$ cat src/rtl/lsu_mem_stage.sv
// Load/store memory-access stage: one byte/half/word access per request over a req/ack bus.
// Optional LSU_TIMEOUT_EN adds an ack timeout (TIMEOUT_CYCLES) reported through bus_err_o.
module lsu_mem_stage #(
  parameter int unsigned XLEN = 32
`ifdef LSU_TIMEOUT_EN
  ,
  parameter int unsigned TIMEOUT_CYCLES = 255
`endif
) (
  input  logic            clk_i,
  input  logic            rst_i,
  input  logic            start_i,
  input  logic            load_i,
  input  logic            store_i,
  input  logic [2:0]      fun3_i,
  input  logic [XLEN-1:0] addr_i,
  input  logic [XLEN-1:0] store_data_i,
  output logic            busy_o,
  output logic            done_o,
  output logic [XLEN-1:0] load_data_o,
  output logic            misalign_err_o,
  output logic            bus_err_o,
  output logic            dmem_req_o,
  output logic            dmem_we_o,
  output logic [XLEN-1:0] dmem_addr_o,
  output logic [XLEN-1:0] dmem_wdata_o,
  output logic [3:0]      dmem_wstrb_o,
  input  logic            dmem_ack_i,
  input  logic [XLEN-1:0] dmem_rdata_i
);

  typedef enum logic [1:0] {StIdle, StReq, StResp} state_e;

  localparam logic [1:0] SzByte = 2'b00;
  localparam logic [1:0] SzHalf = 2'b01;
  localparam logic [1:0] SzWord = 2'b10;

  state_e          state_q, state_d;
  logic            is_load_q, is_load_d;
  logic            uns_q, uns_d;
  logic [1:0]      size_q, size_d;
  logic [XLEN-1:0] addr_q, addr_d;
  logic [XLEN-1:0] sdata_q, sdata_d;
  logic [XLEN-1:0] ldata_q, ldata_d;
  logic            merr_q, merr_d;
  logic            berr_q, berr_d;

  logic       op_legal;
  logic       aligned;
  logic [1:0] in_size;
  logic [7:0] lane_byte;
  logic [15:0] lane_half;
  logic [XLEN-1:0] ext_data;

  always_comb begin
    op_legal = 1'b0;
    in_size  = SzByte;
    if (load_i) begin
      case (fun3_i)
        3'b000, 3'b100: begin op_legal = 1'b1; in_size = SzByte; end
        3'b001, 3'b101: begin op_legal = 1'b1; in_size = SzHalf; end
        3'b010, 3'b110: begin op_legal = 1'b1; in_size = SzWord; end
        default: ;
      endcase
    end else begin
      case (fun3_i)
        3'b000:  begin op_legal = 1'b1; in_size = SzByte; end
        3'b001:  begin op_legal = 1'b1; in_size = SzHalf; end
        3'b010:  begin op_legal = 1'b1; in_size = SzWord; end
        default: ;
      endcase
    end
    case (in_size)
      SzHalf:  aligned = ~addr_i[0];
      SzWord:  aligned = (addr_i[1:0] == 2'b00);
      default: aligned = 1'b1;
    endcase
  end

  // Lane extraction from the raw read word using the captured byte offset.
  always_comb begin
    case (addr_q[1:0])
      2'b00:   lane_byte = dmem_rdata_i[7:0];
      2'b01:   lane_byte = dmem_rdata_i[15:8];
      2'b10:   lane_byte = dmem_rdata_i[23:16];
      default: lane_byte = dmem_rdata_i[31:24];
    endcase
    lane_half = addr_q[1] ? dmem_rdata_i[31:16] : dmem_rdata_i[15:0];
    case (size_q)
      SzByte:  ext_data = {{24{lane_byte[7] & ~uns_q}}, lane_byte};
      SzHalf:  ext_data = {{16{lane_half[15] & ~uns_q}}, lane_half};
      default: ext_data = dmem_rdata_i;
    endcase
  end

`ifdef LSU_TIMEOUT_EN
  localparam logic [7:0] TimeoutCnt = 8'(TIMEOUT_CYCLES);
  logic [7:0] cnt_q, cnt_d;
`endif

  always_comb begin
    state_d   = state_q;
    is_load_d = is_load_q;
    uns_d     = uns_q;
    size_d    = size_q;
    addr_d    = addr_q;
    sdata_d   = sdata_q;
    ldata_d   = ldata_q;
    merr_d    = merr_q;
    berr_d    = berr_q;
`ifdef LSU_TIMEOUT_EN
    cnt_d     = cnt_q;
`endif
    unique case (state_q)
      StIdle: begin
        if (start_i && (load_i || store_i)) begin
          is_load_d = load_i;
          uns_d     = fun3_i[2];
          size_d    = in_size;
          addr_d    = addr_i;
          sdata_d   = store_data_i;
          ldata_d   = '0;
          berr_d    = 1'b0;
`ifdef LSU_TIMEOUT_EN
          cnt_d     = '0;
`endif
          if ((load_i ^ store_i) && op_legal && aligned) begin
            merr_d  = 1'b0;
            state_d = StReq;
          end else begin
            merr_d  = 1'b1;
            state_d = StResp;
          end
        end
      end
      StReq: begin
        if (dmem_ack_i) begin
          ldata_d = is_load_q ? ext_data : '0;
          state_d = StResp;
        end
`ifdef LSU_TIMEOUT_EN
        else if (cnt_q == TimeoutCnt) begin
          ldata_d = '0;
          berr_d  = 1'b1;
          state_d = StResp;
        end else begin
          cnt_d = cnt_q + 8'd1;
        end
`endif
      end
      StResp: state_d = StIdle;
      default: state_d = StIdle;
    endcase
  end

  always_ff @(posedge clk_i) begin
    if (rst_i) begin
      state_q   <= StIdle;
      is_load_q <= 1'b0;
      uns_q     <= 1'b0;
      size_q    <= SzByte;
      addr_q    <= '0;
      sdata_q   <= '0;
      ldata_q   <= '0;
      merr_q    <= 1'b0;
      berr_q    <= 1'b0;
`ifdef LSU_TIMEOUT_EN
      cnt_q     <= '0;
`endif
    end else begin
      state_q   <= state_d;
      is_load_q <= is_load_d;
      uns_q     <= uns_d;
      size_q    <= size_d;
      addr_q    <= addr_d;
      sdata_q   <= sdata_d;
      ldata_q   <= ldata_d;
      merr_q    <= merr_d;
      berr_q    <= berr_d;
`ifdef LSU_TIMEOUT_EN
      cnt_q     <= cnt_d;
`endif
    end
  end

  // Bus outputs are zero outside REQ so idle and reset state read as all-zero.
  always_comb begin
    busy_o         = (state_q != StIdle);
    done_o         = (state_q == StResp);
    load_data_o    = done_o ? ldata_q : '0;
    misalign_err_o = done_o & merr_q;
`ifdef LSU_TIMEOUT_EN
    bus_err_o      = done_o & berr_q;
`else
    bus_err_o      = 1'b0;
`endif
    dmem_req_o     = (state_q == StReq);
    dmem_we_o      = dmem_req_o & ~is_load_q;
    dmem_addr_o    = dmem_req_o ? {addr_q[XLEN-1:2], 2'b00} : '0;
    dmem_wdata_o   = '0;
    dmem_wstrb_o   = 4'b0000;
    if (dmem_we_o) begin
      case (size_q)
        SzByte: begin
          dmem_wstrb_o = 4'b0001 << addr_q[1:0];
          dmem_wdata_o = {4{sdata_q[7:0]}};
        end
        SzHalf: begin
          dmem_wstrb_o = addr_q[1] ? 4'b1100 : 4'b0011;
          dmem_wdata_o = {2{sdata_q[15:0]}};
        end
        default: begin
          dmem_wstrb_o = 4'b1111;
          dmem_wdata_o = sdata_q;
        end
      endcase
    end
  end

endmodule

$ cat config.mk
export PLATFORM = sky130hd
export DESIGN_NAME = lsu_mem_stage
export DESIGN_NICKNAME = d
export VERILOG_FILES = /design/src/rtl/lsu_mem_stage.sv
export SDC_FILE = /design/constraint.sdc
export NUM_CORES = 1
export LEC_CHECK = 0
export CAP_MARGIN = 40
export CORE_ASPECT_RATIO = 1.2
export CORE_MARGIN = 2
export CORE_UTILIZATION = 30
export DETAILED_ROUTE_END_ITERATION = 8
export GPL_TIMING_DRIVEN = 0
export RECOVER_POWER = 50
export SYNTH_ARGS = -nofsm -noshare
export SYNTH_HDL_FRONTEND = slang
export SYNTH_SLANG_ARGS = --single-unit
$ cat constraint.sdc
create_clock -name clk_i -period 2.38 [get_ports clk_i]
set_input_delay 0.476 -clock clk_i [delete_from_list [all_inputs] [get_ports clk_i]]
set_output_delay 0.476 -clock clk_i [all_outputs]
set_load 0.005 [all_outputs]
==> flow_summary.ini, run 1 <==
[global_routing]
grt_usage_pct = 20.1
antenna_found_initial = 1
grt_pass1_vias = 5460
grt_pass1_wl_um = 29600
overflow = 0
grt_max_degree = 17

[floorplan]
placementRows = 53
die_w_um = 125
ios = 211
core_sq_um = 17400
initial_core_util_pct = 30.4
die_y_um = 149
dieArea_sq_um = 18700

[sta]
rsz0062_at_grt = yes
slew_viol_final = 0
setup_tns_ns = 0
skew_ns = 0.00671
max_freq_ghz = 0.431
setup_violations = 0
relSlewSlack_pct = 48.0
hold_viol = 0
tightest_slew_ns = 0.778
period_share_pct = 97.5
layout_setup_ws_ns = 0.0598
min_period_ns = 2.32

[outcome]
outcome = finished, final reports clean

[logic_synthesis]
synth_area_sq_um = 5280
synth_edf_count = 0
synthCells = 666
synthFlopType = dfxtp_1
synth_cell_types = 46
seq_area_frac_synth_pct = 39.1
synth_seq_cells = 103
synthArstFlopShare_pct = 0
avgSynthCellArea_sq_um = 7.92
yosys_warnings = 0

[setup_path]
end_kind = primary output
worstPathMaxFanout = 10
crit_required_ns = 1.90
reg2reg_slack_ns = 0.45
rr_endpoint = merr_q
r2r_start = state_q[0]
path_class = reg -> out
start_kind = flip-flop
arrival_ns = 1.84
rr_worst_depth = 5

[route]
wire_per_inst_um = 17.0
drtIter0Drc = 289
drc_errors = 0
vias = 5446
wl_um = 18900
dr.pass1.iters = 5
ant_nets = 0
viasPerCell = 4.89

[cts]
clk_latency_ns = 0.35
cts_buffers = 9
clock-root-buffer = clkbuf_16
cts_tree = yes
clock_sinks = 103
clock_path_buffers = 2
cts.reportedPaths.clkPinSlew_ns = 0.07
cts_max_level = 3
hold_buffers = 0

[power_and_ir_drop]
p_leak_nw = 3.34
fin_total_pwr_mw = 4.35
ir_worst_vdd_uv = 315
powerDensity_nw_per_um2 = 530

[flow_run]
drv_cap = 0

[cells_and_area]
nNetsFinal = 997
fillers = 1781
multiInputGateArea_sq_um = 2930
seq_area_sq_um = 2070
finalInstanceArea_sq_um = 8220
drive_gt1_share_pct = 10.6
area_growth_pct = 55.7

[min_path]
whs_endpoint = addr_q[8]
hold_path_depth = 2
worstHoldPathType = reg -> reg
hp-start = addr_q[8]

[place]
portBuffers = 207
place.gp.congestion = 0.791
hpwl_um = 14200
pre_cts_slack_ns = -0.360
dpl-instance-area_sq_um = 7630
-- worst max-delay path, stage by stage (launching register included) --
cell and delay (ns):
dfxtp_4 0.36, buf_12 0.15, nor2_4 0.12, buf_12 0.13, nand2_1 0.07, a21oi_2 0.15
clkdlybuf4s50_1 0.51
-- kinds of logic after synthesis --
logic type,Yosys count,share of synthesized area (%)
DFF,103,39.1
adders and majority gates,3,0.711
buffers and inverters,66,6.31
other,1,0.0711
and+or+nand+nor,306,28.0
muxes,34,6.97
AOI/OAI and AO/OA,153,18.9
-- area by class of cell --
type	count	area share (%)
Antenna cell	1	0.0305
Buffer	52	5.34
Clock buffer	10	2.79
Clock inverter	5	1.29
Inverter	9	0.472
Multi-Input combinational cell	499	35.7
Sequential cell	103	25.2
Tap cell	220	3.35
Timing Repair Buffer	215	25.8
-- worst max path at each step --
| stage | startpoint | end | slack, ns | depth (start not counted) |
|---|---|---|---|---|
| finish | size_q[0] | dmem_wdata_o[12] | 0.06 | 6 |
| global route | load_i | merr_q | -0.004 | 7 |
| CTS | size_q[0] | dmem_wdata_o[30] | -0.11 | 7 |
| detailed placement | is_load_q | dmem_wdata_o[24] | -0.36 | 7 |
| global placement | is_load_q | dmem_wdata_o[25] | -0.37 | 7 |
| floorplan | load_i | ldata_q[27] | 0.50 | 7 |
-- cell usage in the layout (no fill, tap or decap), types with 3 or more instances in the layout --
cell type and n:
o21ai_0 10, clkbuf_2 10, and2_1 63, buf_2 6
buf_12 5, buf_4 10, dlymetal6s2s_1 5, clkbuf_8 4
a222oi_1 7, dlygate4sd2_1 30, clkdlybuf4s50_1 169, nor2b_1 8
dfxtp_1 99, and3_1 8, nor2_1 32, a32o_1 8
mux2i_1 23, clkbuf_16 10, a21oi_1 88, dfxtp_4 3
buf_6 7, a221o_1 16, inv_1 7, clkbuf_1 12
mux2_2 8, nand2_1 162, ha_1 3, conb_1 3
nand2b_1 13, o21ai_1 7, a22o_1 8, clkbuf_4 3
bufinv_16 3
-- through the flow --
stage          util, %  hold slack, ns  std cells
6_report          47.3           0.448       1114
3_5_place_dp      43.9           0.442       1095
4_1_cts           47.1           0.452       1112
5_1_grt           47.3           0.467       1114
3_3_place_gp      43.9           0.437       1095
2_1_floorplan        -           0.432        668
-- per-layer routing --
| layer | part of all wire (%) | global-route usage [%] | routed length (um) | vias to the layer above |
|---|---|---|---|---|
| met5 | 0 | 0 | 0 | - |
| met4 | 2.2 | 7.39 | 412 | 0 |
| met3 | 5.4 | 3.66 | 1020 | 22 |
| met2 | 48 | 34.8 | 9150 | 185 |
| met1 | 44 | 24.9 | 8360 | 2536 |
| li1 | - | - | - | 2703 |
-- cell usage after synthesis, types with 2 or more instances --
| cell type | number | area (sq um) |
|---|---|---|
| a21oi_1 | 90 | 450 |
| a221o_1 | 16 | 160 |
| a222oi_1 | 7 | 70.1 |
| a22o_1 | 8 | 70.1 |
| a32o_1 | 8 | 80.1 |
| and2_1 | 63 | 394 |
| and3_1 | 8 | 50.1 |
| buf_1 | 2 | 7.51 |
| buf_2 | 20 | 100 |
| buf_4 | 4 | 30.0 |
| buf_6 | 6 | 67.6 |
| clkbuf_1 | 25 | 93.8 |
| dfxtp_1 | 103 | 2060 |
| ha_1 | 3 | 37.5 |
| inv_1 | 8 | 30.0 |
| mux2_2 | 8 | 90.1 |
| mux2i_1 | 23 | 230 |
| nand2_1 | 163 | 612 |
| nand2b_1 | 14 | 87.6 |
| nand3b_1 | 2 | 15.0 |
| nor2_1 | 35 | 131 |
| nor2b_1 | 9 | 56.3 |
| nor3_1 | 2 | 10.0 |
| o21ai_0 | 10 | 50.1 |
| o21ai_1 | 7 | 35.0 |
| or3b_1 | 2 | 17.5 |
-- what timing repair did --
item,4_1_cts,5_1_grt
setup endpoints to repair,102,23
setup buffers,5,2
gates resized for setup,98,18
pin swaps,5,0
gates cloned,1,0
-- state kept, by name, indices dropped and copies added (netlist names) --
signal,flops
uns_q,1
size_q,2
is_load_q,1
addr_q,32
sdata_q,32
ldata_q,32
merr_q,1
state_q,2
-- power by group --
group | total [mW] | internal [mW] | switching (mW)
registers | 1.86 | 1.80 | 0.0556
clock network | 1.72 | 1.03 | 0.694
logic | 0.776 | 0.387 | 0.389
total | 4.35 | 3.21 | 1.14
(Power assumes the default switching activity.)
==> run 2: changes to the inputs <==
Settings changed: CORE_MARGIN 2 to not set.
Clock period 2.38 ns to 1.9 ns, I/O delays scaled along.
==> flow_summary.ini, run 2 (synthesized netlist as in run 1, its figures left out) <==
[sta]
tightest_slew_ns = 0.581
period_share_pct = 111
min_period_ns = 2.11
setup_violations = 25
relSlewSlack_pct = 61.3
layout_setup_ws_ns = -0.212
setup_tns_ns = -3.08
max_freq_ghz = 0.474
rsz0062_at_grt = yes
hold_viol = 0
skew_ns = 0.00504
slew_viol_final = 0
holdWs_ns = 0.438

[global_routing]
grt_usage_pct = 21.9
overflow = 0
antenna_found_initial = 0
grt_pass1_vias = 5609
grt_pass1_wl_um = 29900
grt_max_degree = 17

[power_and_ir_drop]
p_leak_nw = 3.68
powerDensity_nw_per_um2 = 628
ir_worst_vdd_uv = 463

[setup_path]
crit_required_ns = 1.52
path_class = reg -> out
rr_worst_depth = 5
slowest_stage = dfxtp_4
cp_common_cell = buf_6
rr_endpoint = ldata_q[11]
critical-path-top-delay-family = buffers and inverters
path_cells = buf_12 -> nor2_4 -> buf_6 -> buf_6 -> buf_6 -> nand2_4 -> a21oi_4 -> buf_2
worstPathMaxFanout = 5
end_kind = primary output
r2r_start = addr_q[1]
crit_end = dmem_wdata_o[13]
cpPeakStageDelay_ns = 0.36
arrival_ns = 1.73
reg2reg_slack_ns = 0.08
critPathBufInv = 5
start_kind = flip-flop
startpoint = size_q[0]
path_depth = 8

[cts]
cts.reportedPaths.clkPinSlew_ns = 0.07
clock_path_buffers = 2
clock_sinks = 103
clock-root-buffer = clkbuf_16
cts_max_level = 3
cts_tree = yes
cts_buffers = 9
clk_latency_ns = 0.35

[floorplan]
initial_core_util_pct = 31.0
ios = 211
dieArea_sq_um = 18100
die_w_um = 123
core_sq_um = 17000
placementRows = 52
die_y_um = 147

[cells_and_area]
area_growth_pct = 66.2
final_util_pct = 51.4
antennaDiodeCount = 0
drive_gt1_share_pct = 31.3
final_common_cell = nand2_1
largestRegisters = addr_q (32), ldata_q (32), sdata_q (32)
final_cell_mix = nand2_1 (156), clkdlybuf4s50_1 (103), dfxtp_1 (97)
fin_cells = 1160
nNetsFinal = 1047

[route]
drtIter0Drc = 345
viasPerCell = 4.88
vias = 5661
dr_wl_met3_um = 1290
top_layer = met4
wl_um = 19900
drt-met1-wl_um = 8200
wire_per_inst_um = 17.2
dr.pass1.iters = 6
ant_nets = 0
drc_errors = 0
dr_wl_met2_um = 9860

[place]
hpwl_um = 13700
portBuffers = 207
place.gp.congestion = 0.780
dp_cells = 1091

[outcome]
outcome = finished with violations
violations = negative setup slack

[flow_run]
drv_cap = 0

[min_path]
hp-start = load_i
worstHoldPathType = in -> reg
==> run 2: changes by cell type in the layout (fill, tap and decap cells not counted), moves of 20 or more <==
| cell | previous run | this run |
|---|---|---|
| buf_2 | 6 | 48 |
| buf_4 | 10 | 30 |
| buf_6 | 7 | 39 |
| clkbuf_2 | 10 | 43 |
| clkdlybuf4s50_1 | 169 | 103 |
| dlygate4sd2_1 | 30 | 9 |
==> run 2: metal layers <==
layer | up-vias | track usage (%)
met3 | 37 | 4.58
met4 | 0 | 10.4
met1 | 2615 | 26.2
li1 | 2805 | -
met5 | - | 0
met2 | 204 | 37.0
==> run 2: how the worst min path moves through the flow <==
stage / to / slack [ns] / cells after the start
after floorplan: addr_q[10] / 0.43 / 2
after global placement: addr_q[19] / 0.44 / 2
after detailed placement: addr_q[11] / 0.44 / 2
after CTS: is_load_q / 0.43 / 3
after global routing: is_load_q / 0.45 / 3
final: is_load_q / 0.44 / 3
==> run 2: tightest hold or removal path: stages <==
cell and delay [ns]:
dlygate4sd2_1 0.26, nand2_1 0.06, a21oi_1 0.05
==> run 2: stage by stage <==
| step | area, sq um | power (mW) | worst slack (ns) |
|---|---|---|---|
| final | 8770 | 5.51 | -0.212 |
| after global routing | 8770 | 5.74 | -0.264 |
| after CTS | 8740 | 5.51 | -0.203 |
| after detailed placement | 7630 | 3.29 | -0.679 |
| after global placement | 7630 | 3.29 | -0.683 |
| after floorplan | 5280 | 2.85 | 0.114 |
==> run 2: timing repair <==
item,in CTS,in global routing
gates cloned,11,0
pin swaps,26,27
endpoints found under the setup margin,154,137
setup buffers,41,11
resized for setup,387,189
hold buffers,0,0
==> run 2: area by class of cell <==
cell class	instances	area (sq um)
buffer	52	523
clock buffer	11	233
clock inverter	5	81.3
fill	1680	8280
inverter	9	41.3
multi-input combinational	499	3210
sequential	103	2080
tap	216	270
timing repair buffer	265	2330
==> run 2: power breakdown <==
group          internal (mW)  switching (mW)
Clock                   1.16           0.842
Sequential              2.26          0.0879
Combinational          0.612           0.549
